**src/rtl/fpu_exec_sequencer.sv**
```systemverilog
// Issue/writeback sequencer around the FPU ALU element.
// Owns the 32x32 FP register file and bounds every RUN with a timeout.
module fpu_exec_sequencer #(
  parameter int TIMEOUT_CYCLES = 64
) (
  input  logic        clk,
  input  logic        reset,
  input  logic        req_valid,
  output logic        req_ready,
  input  logic [5:0]  req_inst_num,
  input  logic [4:0]  req_fd,
  input  logic [4:0]  req_fs,
  input  logic [4:0]  req_ft,
  output logic        resp_valid,
  input  logic        resp_ready,
  output logic        resp_error,
  output logic [31:0] resp_data,
  output logic        elem_reset,
  output logic [5:0]  elem_inst_num,
  output logic [31:0] elem_fs,
  output logic [31:0] elem_ft,
  input  logic        elem_completed,
  input  logic [31:0] elem_out,
  input  logic        ext_we,
  input  logic [4:0]  ext_widx,
  input  logic [31:0] ext_wdata,
  input  logic [4:0]  ext_ridx,
  output logic [31:0] ext_rdata
);

  localparam int CW = (TIMEOUT_CYCLES > 2) ? $clog2(TIMEOUT_CYCLES) : 1;
  localparam logic [CW-1:0] CNT_MAX = CW'(TIMEOUT_CYCLES - 1);

  typedef enum logic [1:0] {IDLE, RUN, DONE} state_e;

  state_e        state_q, state_d;
  logic [CW-1:0] cnt_q, cnt_d;
  logic [4:0]    fd_q, fd_d;
  logic [5:0]    inst_q, inst_d;
  logic [31:0]   fs_q, fs_d;
  logic [31:0]   ft_q, ft_d;
  logic          err_q, err_d;
  logic [31:0]   data_q, data_d;
  logic [31:0]   regs_q [32];
  logic [31:0]   regs_d [32];
  logic [31:0]   fs_byp, ft_byp;

  // Operand read sees a same-cycle external write to the source index.
  assign fs_byp = (ext_we && ext_widx == req_fs) ? ext_wdata : regs_q[req_fs];
  assign ft_byp = (ext_we && ext_widx == req_ft) ? ext_wdata : regs_q[req_ft];

  always_comb begin
    state_d = state_q;
    cnt_d   = cnt_q;
    fd_d    = fd_q;
    inst_d  = inst_q;
    fs_d    = fs_q;
    ft_d    = ft_q;
    err_d   = err_q;
    data_d  = data_q;
    regs_d  = regs_q;
    if (ext_we) regs_d[ext_widx] = ext_wdata;
    unique case (state_q)
      IDLE: begin
        if (req_valid) begin
          inst_d = req_inst_num;
          fd_d   = req_fd;
          fs_d   = fs_byp;
          ft_d   = ft_byp;
          cnt_d  = '0;
          if (req_inst_num >= 6'd54) begin
            state_d = RUN;
          end else begin
            state_d = DONE;
            err_d   = 1'b1;
            data_d  = '0;
          end
        end
      end
      RUN: begin
        cnt_d = cnt_q + 1'b1;
        // Writeback is applied after ext write so it wins a same-index clash.
        if (elem_completed) begin
          regs_d[fd_q] = elem_out;
          data_d       = elem_out;
          err_d        = 1'b0;
          state_d      = DONE;
        end else if (cnt_q == CNT_MAX) begin
          err_d   = 1'b1;
          data_d  = '0;
          state_d = DONE;
        end
      end
      DONE: begin
        if (resp_ready) state_d = IDLE;
      end
      default: state_d = IDLE;
    endcase
  end

  always_ff @(posedge clk or posedge reset) begin
    if (reset) begin
      state_q <= IDLE;
      cnt_q   <= '0;
      fd_q    <= '0;
      inst_q  <= '0;
      fs_q    <= '0;
      ft_q    <= '0;
      err_q   <= 1'b0;
      data_q  <= '0;
      for (int i = 0; i < 32; i++) regs_q[i] <= '0;
    end else begin
      state_q <= state_d;
      cnt_q   <= cnt_d;
      fd_q    <= fd_d;
      inst_q  <= inst_d;
      fs_q    <= fs_d;
      ft_q    <= ft_d;
      err_q   <= err_d;
      data_q  <= data_d;
      regs_q  <= regs_d;
    end
  end

  assign req_ready     = (state_q == IDLE);
  assign resp_valid    = (state_q == DONE);
  assign resp_error    = err_q;
  assign resp_data     = data_q;
  assign elem_reset    = (state_q != RUN);
  assign elem_inst_num = inst_q;
  assign elem_fs       = fs_q;
  assign elem_ft       = ft_q;
  assign ext_rdata     = regs_q[ext_ridx];

endmodule
```
**config.mk**
```make
export PLATFORM = sky130hd
export DESIGN_NAME = fpu_exec_sequencer
export DESIGN_NICKNAME = d
export VERILOG_FILES = /design/src/rtl/fpu_exec_sequencer.sv
export SDC_FILE = /design/constraint.sdc
export NUM_CORES = 2
export LEC_CHECK = 0
export BUFFER_PORTS_ARGS = -buffer_cell sky130_fd_sc_hd__buf_2
export CAP_MARGIN = 10
export CORE_MARGIN = 8
export CORE_UTILIZATION = 45
export CTS_CLUSTER_SIZE = 10
export DETAILED_ROUTE_END_ITERATION = 10
export SLEW_MARGIN = 20
export SYNTH_ARGS = -nofsm -noshare
export SYNTH_HDL_FRONTEND = slang
export SYNTH_SLANG_ARGS = --single-unit
```
**constraint.sdc**
```tcl
create_clock -name clk -period 31.6 [get_ports clk]
set_clock_uncertainty 0.2 [all_clocks]
set_input_delay 1.58 -clock clk [delete_from_list [all_inputs] [get_ports clk]]
set_output_delay 1.58 -clock clk [all_outputs]
set_load 0.02 [all_outputs]
```
==> run summary <==
Synth top area share -> 37.5%
Post-Syn Instances -> 6850
Cell variety after synth -> 56
Worst Hold End -> elem_inst_num[3]
register area share after synthesis -> 37.5%
antenna violations before repair -> 23
CP Capture Type -> output pin
CP Class -> input port to output pin
Post-CTS Resized -> 0
Final Hold Violating Endpoints -> 0
area grow syn2layout -> 8.89%
DRC -> 0
metal2 WL -> 143 mm
grt total ovfl -> 0
drt pass-1 iters -> 8
first-pass GRT wire length -> 466 mm
Layout Cells excl Fill -> 8841
Setup Viol. Count Final -> 0
Mapped Avg Cell Area -> 11.1 um^2
WL final -> 334 mm
post-synth top area cell -> dfrtp_1
FF/Latch Area -> 28500 um^2
Hold-fix buffers, CTS -> 0
CP max-delay cell -> buf_4
relative max-transition margin -> 15.0%
synthesis-stage register bit count -> 1140
worst reg-to-reg path cell count -> 5
Routed WL per cell -> 37.8 um
Final Power -> 0.00534 W
CTS Buffer Depth -> 3
Die Height -> 427 um
static leakage -> 35.1 nW
layout cells sized above 1 -> 23.0%
Rows -> 151
CP Launch Type -> input port
asr flop ratio synth -> 100%
wire length on met3 -> 43.6 mm
synth cell count leaders -> mux2i_1 (1184), dfrtp_1 (1140), nand2_1 (892), mux4_2 (787), o21ai_0 (781)
Yosys warnings -> 0
drt via density -> 7.13
Worst Path Required -> 29.82 ns
CTS Buf Count -> 142
RSZ-0062 raised after global routing -> no
Largest stage delay, worst path -> 0.83 ns
Mapped Area -> 76100 um^2
worst r2r dst -> regs_q[976]
CTS Root Cell -> clkbuf_16
Initial Util -> 45.1%
ys flop type -> dfrtp_1
remaining antenna violation count -> 0
I/O pins -> 239
HP Start -> elem_inst_num[3]
metal1 wirelength -> 118 mm
Nets -> 6630
Buf/Inv on CP -> 5
port bufs -> 238
Top Metal Used -> met5
Cell Count Post-Placement -> 8598
GRT Util Overall -> 35.7%
Slew Limit Fails -> 0
Worst Path Arrival -> 6.33 ns
Worst R2R Setup Slack -> 27.04 ns
outcome -> finished clean
Synth area leaders -> dfrtp_1 (38%), mux4_2 (23%), mux2i_1 (16%), o21ai_0 (5.1%), nand2_1 (4.4%)
Final min period -> 8.11 ns
clk sinks -> 1140
worst r2r src -> state_q[0]
TritonCTS clock tree -> yes
Die W -> 427 um
Max IR drop VDD -> 0.0636 mV
vias in the first global route -> 60389
via count -> 63051
Post-synth EDFFs -> 0
HP Class -> register to register
most frequent CP cell -> buf_4
hpwl dp -> 189 mm
Worst path top cell family by delay -> buffers and inverters
crit path max fanout -> 48
crit path cell chain -> buf_8 > buf_4 > buf_4 > buf_4 > mux4_2 > mux4_2 > mux2_2 > buf_2
worst-skew pair later-pin latency -> 0.83 ns
setup_tns -> 0 ns
Slew @ Worst Pin -> 1.27 ns
worst hold stages -> 2
GPL Wtd Cong -> 0.911
Clock Pin Slew Worst Setup and Hold Paths -> 0.05 ns
maxcap violations -> 0
Synthesized Nets -> 6952
area of the multi-input gates -> 44500 um^2
post-CTS setup buffers -> 0
core area -> 169000 um^2
Power Dens Cells -> 64.4 nW/um^2
crit share post-route -> 25.7%
initial detailed-routing violation count -> 10296
Fmax achieved -> 0.123 GHz
top-count cell post-synth -> mux2i_1
total die area -> 182000 um^2
largest net degree at the start of global routing -> 162
Filler cells -> 14906
H-tree depth -> 4
==> how the worst max path moves through the flow <==
stage	start	to	slack (ns)	depth (start not counted)
2_1_floorplan	reset	cnt_q[0]	14.08	1
3_3_place_gp	ext_ridx[0]	ext_rdata[22]	23.52	8
3_5_place_dp	ext_ridx[0]	ext_rdata[22]	23.46	8
4_1_cts	ext_ridx[0]	ext_rdata[22]	23.45	8
5_1_grt	ext_ridx[0]	ext_rdata[22]	23.17	8
6_report	ext_ridx[0]	ext_rdata[22]	23.49	8
==> routing by layer <==
layer	global-route usage, %	up-vias
met4	26.3	16
met2	51.5	5104
li1	-	24915
met3	11.8	1424
met5	0	-
met1	44.8	31592
==> power breakdown <==
| part | switching [W] | internal (W) |
|---|---|---|
| clock network | 0.000696 | 0.000886 |
| logic | 0.000709 | 0.000795 |
| registers | 0.000420 | 0.00183 |
| total | 0.00183 | 0.00351 |
==> state kept, by name, summed over array words and instances, names as in the netlist <==
signal	count
elem_fs	32
cnt_q	6
resp_data	32
elem_ft	32
regs_q	1024
state_q	2
elem_inst_num	6
resp_error	1
fd_q	5
==> cells in the final DEF (no fill, tap or decap), drive strengths merged, types with 4 or more instances in the layout <==
cell type,Yosys,final
nor3b,5,5
clkbuf,605,202
a211oi,12,12
nand4b,5,5
a22o,43,43
nor3,26,26
diode,0,16
a22oi,45,45
and2,5,5
nand3,14,14
o211ai,25,25
a221oi,27,27
mux4,787,787
nor2b,12,12
or4,8,8
inv,7,14
buf,251,390
mux2,60,60
o221ai,13,13
nor2,379,379
nand2,892,892
a221o,26,26
clkinv,0,12
mux2i,1184,1184
o22ai,101,101
a21oi,297,297
a21o,13,13
xor2,10,10
a211o,5,5
o2111ai,13,13
nand3b,12,12
nand4,7,7
nand2b,7,7
o21ai,781,781
dfrtp,1140,1140
or2,4,4
==> metrics by stage <==
stage	util [%]	setup WS (ns)	area, um^2	hold WS, ns
after floorplan	-	14.08	76100	0.272
after global placement	46.4	23.52	78200	0.253
after detailed placement	46.4	23.46	78300	0.261
after CTS	49.0	23.45	82700	0.273
after global routing	49.1	23.17	82800	0.301
final	49.1	23.49	82800	0.266
==> area by class of cell <==
type	count	share of cell area [%]
inverter	7	0.0393
multi-input combinational	4847	53.7
timing repair buffer	390	3.18
clock inverter	21	0.369
sequential	1140	34.4
antenna	16	0.0483
tap	2218	3.35
clock buffer	202	4.85
==> tightest hold or removal path, stage by stage (launching register included) <==
cell and delay [ns]:
dfrtp_1 0.33, nand2_1 0.05, nand2_1 0.06
==> kinds of logic (layout without fill, tap and decap cells) <==
kind of cell	after synthesis	count (layout)	synth area share [%]
fa+ha+maj	1	1	0.0164
flops	1140	1140	37.5
buf+inv	863	620	4.76
mux	2031	2031	39.8
xor+xnor	12	12	0.138
compound gates	1412	1412	10.5
other cells	0	16	0
simple gates	1391	1391	7.31
(Power assumes the default switching activity.)
